### src/rtl/synth_pkg.sv
// Shared types and constants for the synth voice path.
//   voice_state_t : one voice as seen by the allocator scan (active, note, volume, age)
//   alloc_state_e : allocator sequencing states
//   MISS_COUNT_W  : width of the unmatched note-off counter
// The VOICE_*_W widths must agree with the allocator's FREQ_RES_BITS,
// VOLUME_BITS and $clog2(NUM_VOICES).
package synth_pkg;

    localparam int MISS_COUNT_W = 16;
    localparam int VOICE_NOTE_W = 8;
    localparam int VOICE_VOL_W  = 8;
    localparam int VOICE_AGE_W  = 2;

    typedef enum logic [1:0] {
        IDLE   = 2'd0,
        SCAN   = 2'd1,
        COMMIT = 2'd2
    } alloc_state_e;

    typedef struct packed {
        logic                    active;
        logic [VOICE_NOTE_W-1:0] note;
        logic [VOICE_VOL_W-1:0]  volume;
        logic [VOICE_AGE_W-1:0]  age;
    } voice_state_t;

endpackage

### src/rtl/voice_age_tracker.sv
// Per-voice age bookkeeping for oldest-voice stealing.
//   mclk, rst  : clock, synchronous active-high reset
//   alloc_en   : a voice is being (re)allocated this cycle
//   alloc_idx  : index of the voice being allocated; its age clears to 0
//   active     : current active flags; only active voices other than the
//                allocated one age, saturating at NUM_VOICES-1
//   ages       : registered per-voice ages
module voice_age_tracker #(
    parameter int NUM_VOICES = 4,
    parameter int AGE_W      = $clog2(NUM_VOICES)
) (
    input  logic                  mclk,
    input  logic                  rst,
    input  logic                  alloc_en,
    input  logic [AGE_W-1:0]      alloc_idx,
    input  logic [NUM_VOICES-1:0] active,
    output logic [AGE_W-1:0]      ages [NUM_VOICES]
);

    localparam logic [AGE_W-1:0] AGE_MAX = AGE_W'(NUM_VOICES - 1);

    logic [AGE_W-1:0] age_q [NUM_VOICES];
    logic [AGE_W-1:0] age_d [NUM_VOICES];

    always_comb begin
        for (int i = 0; i < NUM_VOICES; i++) begin
            age_d[i] = age_q[i];
            if (alloc_en) begin
                if (alloc_idx == AGE_W'(i)) begin
                    age_d[i] = '0;
                end else if (active[i] && (age_q[i] != AGE_MAX)) begin
                    age_d[i] = age_q[i] + AGE_W'(1);
                end
            end
        end
    end

    always_ff @(posedge mclk) begin
        if (rst) begin
            for (int i = 0; i < NUM_VOICES; i++) age_q[i] <= '0;
        end else begin
            for (int i = 0; i < NUM_VOICES; i++) age_q[i] <= age_d[i];
        end
    end

    always_comb begin
        for (int i = 0; i < NUM_VOICES; i++) ages[i] = age_q[i];
    end

endmodule

### src/rtl/voice_allocator.sv
// Polyphonic voice allocator feeding a bank of enveloped oscillators.
//   mclk, rst     : master clock, synchronous active-high reset
//   ev_valid/ready: note event handshake (ready only while idle)
//   ev_note_on    : 1 = note-on, 0 = note-off (note-on with zero velocity = off)
//   ev_note       : note number, ev_velocity : note-on velocity
//   voice_volume  : per-voice volume, packed {v[N-1], ..., v[0]}; 0 = released
//   voice_freq    : per-voice note number, held after release for the decay tail
//   voice_busy    : per-voice active flag
//   steal_pulse   : one-cycle pulse after a commit that stole the oldest voice
//   miss_count    : saturating count of note-offs that matched no voice
// An accepted event is scanned one voice per cycle, then resolved in a single
// commit cycle, so voice state never changes while a scan is in progress.
module voice_allocator
    import synth_pkg::*;
#(
    parameter int NUM_VOICES    = 4,
    parameter int VOLUME_BITS   = 8,
    parameter int FREQ_RES_BITS = 8
) (
    input  logic                              mclk,
    input  logic                              rst,
    input  logic                              ev_valid,
    output logic                              ev_ready,
    input  logic                              ev_note_on,
    input  logic [FREQ_RES_BITS-1:0]          ev_note,
    input  logic [VOLUME_BITS-1:0]            ev_velocity,
    output logic [NUM_VOICES*VOLUME_BITS-1:0]   voice_volume,
    output logic [NUM_VOICES*FREQ_RES_BITS-1:0] voice_freq,
    output logic [NUM_VOICES-1:0]             voice_busy,
    output logic                              steal_pulse,
    output logic [MISS_COUNT_W-1:0]           miss_count
);

    localparam int IDX_W = $clog2(NUM_VOICES);
    localparam logic [IDX_W-1:0] LAST_IDX = IDX_W'(NUM_VOICES - 1);

    alloc_state_e             state_q, state_d;
    logic [IDX_W-1:0]         idx_q, idx_d;

    logic                     ev_on_q, ev_on_d;
    logic [FREQ_RES_BITS-1:0] ev_note_q, ev_note_d;
    logic [VOLUME_BITS-1:0]   ev_vel_q, ev_vel_d;

    logic                     match_found_q, match_found_d;
    logic [IDX_W-1:0]         match_idx_q, match_idx_d;
    logic                     free_found_q, free_found_d;
    logic [IDX_W-1:0]         free_idx_q, free_idx_d;
    logic                     oldest_found_q, oldest_found_d;
    logic [IDX_W-1:0]         oldest_idx_q, oldest_idx_d;
    logic [IDX_W-1:0]         oldest_age_q, oldest_age_d;

    logic [NUM_VOICES-1:0]    active_q, active_d;
    logic [FREQ_RES_BITS-1:0] note_q [NUM_VOICES];
    logic [FREQ_RES_BITS-1:0] note_d [NUM_VOICES];
    logic [VOLUME_BITS-1:0]   volume_q [NUM_VOICES];
    logic [VOLUME_BITS-1:0]   volume_d [NUM_VOICES];

    logic                     steal_pulse_q, steal_pulse_d;
    logic [MISS_COUNT_W-1:0]  miss_count_q, miss_count_d;

    logic                     alloc_en;
    logic [IDX_W-1:0]         alloc_idx;
    logic [IDX_W-1:0]         ages [NUM_VOICES];
    voice_state_t             scan_v;

    voice_age_tracker #(
        .NUM_VOICES (NUM_VOICES),
        .AGE_W      (IDX_W)
    ) u_age (
        .mclk      (mclk),
        .rst       (rst),
        .alloc_en  (alloc_en),
        .alloc_idx (alloc_idx),
        .active    (active_q),
        .ages      (ages)
    );

    assign ev_ready = (state_q == IDLE) && !rst;

    // View of the voice currently under the scan pointer.
    always_comb begin
        scan_v.active = active_q[idx_q];
        scan_v.note   = note_q[idx_q];
        scan_v.volume = volume_q[idx_q];
        scan_v.age    = ages[idx_q];
    end

    always_comb begin
        state_d        = state_q;
        idx_d          = idx_q;
        ev_on_d        = ev_on_q;
        ev_note_d      = ev_note_q;
        ev_vel_d       = ev_vel_q;
        match_found_d  = match_found_q;
        match_idx_d    = match_idx_q;
        free_found_d   = free_found_q;
        free_idx_d     = free_idx_q;
        oldest_found_d = oldest_found_q;
        oldest_idx_d   = oldest_idx_q;
        oldest_age_d   = oldest_age_q;
        active_d       = active_q;
        note_d         = note_q;
        volume_d       = volume_q;
        steal_pulse_d  = 1'b0;
        miss_count_d   = miss_count_q;
        alloc_en       = 1'b0;
        alloc_idx      = '0;

        case (state_q)
            IDLE: begin
                if (ev_valid) begin
                    // Zero-velocity note-on collapses to note-off here.
                    ev_on_d        = ev_note_on && (ev_velocity != '0);
                    ev_note_d      = ev_note;
                    ev_vel_d       = ev_velocity;
                    idx_d          = '0;
                    match_found_d  = 1'b0;
                    free_found_d   = 1'b0;
                    oldest_found_d = 1'b0;
                    state_d        = SCAN;
                end
            end

            SCAN: begin
                if (scan_v.active && (scan_v.note == ev_note_q) && !match_found_q) begin
                    match_found_d = 1'b1;
                    match_idx_d   = idx_q;
                end
                // A released voice (volume 0) is free whatever its held pitch.
                if (!(scan_v.active && (scan_v.volume != '0)) && !free_found_q) begin
                    free_found_d = 1'b1;
                    free_idx_d   = idx_q;
                end
                // Strict compare keeps the lowest index on equal ages.
                if (scan_v.active && (!oldest_found_q || (scan_v.age > oldest_age_q))) begin
                    oldest_found_d = 1'b1;
                    oldest_idx_d   = idx_q;
                    oldest_age_d   = scan_v.age;
                end
                if (idx_q == LAST_IDX) begin
                    state_d = COMMIT;
                end else begin
                    idx_d = idx_q + IDX_W'(1);
                end
            end

            COMMIT: begin
                state_d = IDLE;
                if (ev_on_q) begin
                    if (match_found_q) begin
                        volume_d[match_idx_q] = ev_vel_q;
                    end else if (free_found_q || oldest_found_q) begin
                        alloc_en      = 1'b1;
                        alloc_idx     = free_found_q ? free_idx_q : oldest_idx_q;
                        steal_pulse_d = !free_found_q;
                        active_d[alloc_idx] = 1'b1;
                        note_d[alloc_idx]   = ev_note_q;
                        volume_d[alloc_idx] = ev_vel_q;
                    end
                end else begin
                    if (match_found_q) begin
                        active_d[match_idx_q] = 1'b0;
                        volume_d[match_idx_q] = '0;
                    end else if (miss_count_q != '1) begin
                        miss_count_d = miss_count_q + MISS_COUNT_W'(1);
                    end
                end
            end

            default: state_d = IDLE;
        endcase
    end

    always_ff @(posedge mclk) begin
        if (rst) begin
            state_q        <= IDLE;
            idx_q          <= '0;
            ev_on_q        <= 1'b0;
            ev_note_q      <= '0;
            ev_vel_q       <= '0;
            match_found_q  <= 1'b0;
            match_idx_q    <= '0;
            free_found_q   <= 1'b0;
            free_idx_q     <= '0;
            oldest_found_q <= 1'b0;
            oldest_idx_q   <= '0;
            oldest_age_q   <= '0;
            active_q       <= '0;
            for (int i = 0; i < NUM_VOICES; i++) begin
                note_q[i]   <= '0;
                volume_q[i] <= '0;
            end
            steal_pulse_q  <= 1'b0;
            miss_count_q   <= '0;
        end else begin
            state_q        <= state_d;
            idx_q          <= idx_d;
            ev_on_q        <= ev_on_d;
            ev_note_q      <= ev_note_d;
            ev_vel_q       <= ev_vel_d;
            match_found_q  <= match_found_d;
            match_idx_q    <= match_idx_d;
            free_found_q   <= free_found_d;
            free_idx_q     <= free_idx_d;
            oldest_found_q <= oldest_found_d;
            oldest_idx_q   <= oldest_idx_d;
            oldest_age_q   <= oldest_age_d;
            active_q       <= active_d;
            for (int i = 0; i < NUM_VOICES; i++) begin
                note_q[i]   <= note_d[i];
                volume_q[i] <= volume_d[i];
            end
            steal_pulse_q  <= steal_pulse_d;
            miss_count_q   <= miss_count_d;
        end
    end

    always_comb begin
        for (int v = 0; v < NUM_VOICES; v++) begin
            voice_volume[v*VOLUME_BITS +: VOLUME_BITS]     = volume_q[v];
            voice_freq[v*FREQ_RES_BITS +: FREQ_RES_BITS]   = note_q[v];
        end
    end

    assign voice_busy  = active_q;
    assign steal_pulse = steal_pulse_q;
    assign miss_count  = miss_count_q;

endmodule

### config.mk
export PLATFORM = sky130hd
export DESIGN_NAME = voice_allocator
export DESIGN_NICKNAME = d
export VERILOG_FILES = /design/src/rtl/synth_pkg.sv /design/src/rtl/voice_age_tracker.sv /design/src/rtl/voice_allocator.sv
export SDC_FILE = /design/constraint.sdc
export NUM_CORES = 1
export LEC_CHECK = 0
export ABC_AREA = 1
export CAP_MARGIN = 25
export CELL_PAD_IN_SITES_DETAIL_PLACEMENT = 2
export CELL_PAD_IN_SITES_GLOBAL_PLACEMENT = 2
export CORE_MARGIN = 8
export CORE_UTILIZATION = 29
export DETAILED_ROUTE_END_ITERATION = 12
export GPL_TIMING_DRIVEN = 0
export PLACE_DENSITY = 0.81
export SETUP_SLACK_MARGIN = 0.3
export SKIP_CTS_REPAIR_TIMING = 1
export SLEW_MARGIN = 20
export SYNTH_ARGS = -nofsm -noshare
export SYNTH_HDL_FRONTEND = slang
export SYNTH_SLANG_ARGS = --single-unit
export TNS_END_PERCENT = 20
### constraint.sdc
create_clock -name mclk -period 2.72 [get_ports mclk]
set_input_delay 0.544 -clock mclk [delete_from_list [all_inputs] [get_ports mclk]]
set_output_delay 0.544 -clock mclk [all_outputs]
set_load 0.02 [all_outputs]
==> metrics.md <==
| Metric | Value |
|---|---|
| Syn-to-layout area delta | `34.6%` |
| Fraction of registers with async set/reset | `0` |
| Die Area | `0.0248 mm²` |
| Rows | `51` |
| Clock Skews | `0.00862 ns` |
| Status | `complete, no violations` |
| Synthesized cell area | `0.00580 mm²` |
| Setup WS post-layout | `0.261 ns` |
| Bufs and invs on worst path | `3` |
| Top FF cell, synth | `dfxtp_1` |
| Die H | `157 µm` |
| Final Hold Fails | `0` |
| Initial antenna violation count | `0` |
| R2r startpoint | `idx_q[0]` |
| Synth unique cells | `37` |
| CP Cell Sequence | `buf_4 > clkbuf_4 > o21ai_0 > a21oi_1 > ha_1 > nand2_1 > o21ai_0 > nand2_1 > nand2_1 > inv_1 > o21ai_0 > a21oi_1` |
| CP max FO | `10` |
| WL/cell | `19.4 µm` |
| Vias in the first global route | `6656` |
| Final worst path period share | `0.904` |
| Total Wirelength | `24.0 mm` |
| Yosys warns | `0` |
| Critical path arrival | `2.81 ns` |
| Detailed-route via count | `6148` |
| Critical Path Source | `idx_q[0]` |
| Syn nets | `862` |
| CTS Buf Count | `17` |
| Initial drt markers | `240` |
| Post-DP HPWL | `17.5 mm` |
| Commonest non-fill, non-tap cell in the layout | `nand2_1` |
| TritonCTS clock tree | `done` |
| Crit end category | `flop` |
| Largest net degree at the start of global routing | `17` |
| Crit-path max cell delay | `0.39 ns` |
| Pre-CTS setup slack | `-0.0431 ns` |
| # diodes | `0` |
| Worst-Margin Slew | `0.782 ns` |
| Final setup viols | `0` |
| WS Path Type | `flop to flop` |
| Root buf cell | `clkbuf_16` |
| Post-detailed-route count of antenna-violating nets | `0` |
| Num Clock Sinks | `125` |
| Count of state elements after synthesis | `125` |
| Dpl cells | `1203` |
| CP max stage cell | `dfxtp_1` |
| Port Buffers | `104` |
| Cell Count, Final, Fillers Out | `1238` |
| Maxcap violations | `0` |
| Clock Latency Late Sink | `0.43 ns` |
| Slew margin rel. | `0.479` |
| Htree depth | `4` |
| Critical path's top delay family | `compound AO/OA/AOI/OAI gates` |
| First-pass GRT wire length | `37.6 mm` |
| Starting Density | `0.297` |
| Clock transition at path regs | `0.06 ns` |
| WP data required | `3.07 ns` |
| Average size of a mapped cell | `6.96 µm²` |
| F_max | `0.407 GHz` |
| IO Count | `106` |
| Slew Limit Fails | `0` |
| Worst VDD drop | `0.000439 V` |
| Layout cells sized above 1 | `0.0822` |
| Vias per Instance | `4.97` |
| Seq/Total Area, Yosys | `0.431` |
| Die Wd | `157 µm` |
| Pwr/cell area | `585 mW/mm²` |
| Total grt overflow | `0` |
| Total Routing Usage GR | `0.198` |
| Filler Cell Count | `2319` |
| Worst hold start | `free_idx_q[1]` |
| Worst min path class | `flop to flop` |
| Post-synth EDFFs | `0` |
| Core ar. | `0.0195 mm²` |
| Most frequent cells in the layout | `nand2_1 (194), nor2_1 (132), dfxtp_1 (124), clkdlybuf4s50_1 (103), a21oi_1 (88)` |
| Longest Clk Path Bufs | `2` |
| Post-Synthesis Cells | `834` |
| Final Wtd Congestion | `0.820` |
| CP startpoint kind | `flop` |
| DR pass1 iterations | `4` |
| Net count, final | `988` |
| Remaining DRCs | `0` |
| Leakage | `2.96 nW` |
| Fin crit period | `2.46 ns` |
| RSZ-0062 raised after global routing | `true` |
| Final Util | `0.400` |
[area by class of cell]
cell class,instances,area (µm²),share of cell area
multi-input cells,606,2860,0.366
flip-flops and latches,125,2500,0.321
repair buffers,107,1070,0.136
clock buffers,20,457,0.0585
well taps,265,332,0.0425
inverters,70,274,0.0351
plain buffers,33,184,0.0236
clock inverters,12,139,0.0178
[cell usage after synthesis (all sizes together), types with 2 or more instances]
cell	count	area share
inv	70	0.047
nand2	196	0.13
a21oi	89	0.077
a211oi	3	0.0039
clkbuf	19	0.012
nand3b	4	0.0052
o21ai	79	0.069
ha	8	0.017
o211ai	2	0.0026
nand4	8	0.0086
buf	14	0.018
nor3	14	0.014
xor2	4	0.0060
dfxtp	125	0.43
nor2	145	0.11
nor4	2	0.0022
nand3	41	0.038
a31oi	5	0.0054
[path summary, 6_finish.rpt]
check / endpoint / slack (ns) / cells past startpoint
max: oldest_age_q[0] / 0.26 / 12
min reg2reg: free_idx_q[1] / 0.47 / 2
max reg2reg: oldest_age_q[0] / 0.26 / 12
min: free_idx_q[1] / 0.47 / 2
[sequential cells by signal, indices dropped and copies added (netlist names)]
name            flops
ev_note_q           8
ev_on_q             1
match_found_q       1
voice_busy          4
state_q             2
u_age.age_q         8
match_idx_q         2
voice_freq         32
oldest_age_q        2
oldest_idx_q        2
ev_vel_q            8
voice_volume       32
idx_q               2
oldest_found_q      1
free_idx_q          2
miss_count         16
free_found_q        1
steal_pulse         1
[per-layer routing]
layer,up-vias,wire [µm],global-route usage
met3,26,895,0.0365
met1,3020,10900,0.240
li1,2974,-,-
met4,0,371,0.0617
met2,128,11900,0.346
met5,-,0,0
[kinds of logic (layout without fill, tap and decap cells)]
logic type      Yosys count  in the layout  share of synthesized area
xor+xnor                  5              5                    0.00755
fa+ha+maj                 8              8                     0.0173
buf+inv                 103            242                     0.0772
flops                   125            125                      0.431
simple gates            413            413                      0.305
compound gates          180            180                      0.161
[per-stage QoR]
stage / power [mW] / instance area (µm²) / setup TNS [ns] / hold slack, ns
2_1_floorplan: 2.13 / 5800 / 0 / 0.437
3_3_place_gp: 2.27 / 7170 / 0 / 0.452
3_5_place_dp: 2.28 / 7170 / -0.0431 / 0.462
4_1_cts: 4.60 / 7770 / -0.0559 / 0.471
5_1_grt: 4.72 / 7810 / 0 / 0.503
6_report: 4.57 / 7810 / 0 / 0.470
[power breakdown]
group          internal, mW  switching, mW  total, mW
Combinational         0.112          0.244      0.356
Clock                  1.40          0.913       2.32
Sequential             1.86         0.0373       1.90
[worst register-to-register path: stages (launching register included)]
cell and delay [ns]:
dfxtp_1 0.39, buf_4 0.22, clkbuf_4 0.27, o21ai_0 0.16
a21oi_1 0.27, ha_1 0.28, nand2_1 0.06, o21ai_0 0.08
nand2_1 0.06, nand2_1 0.12, inv_1 0.19, o21ai_0 0.12
a21oi_1 0.18
Note: power is estimated with default switching activity, not from simulation.
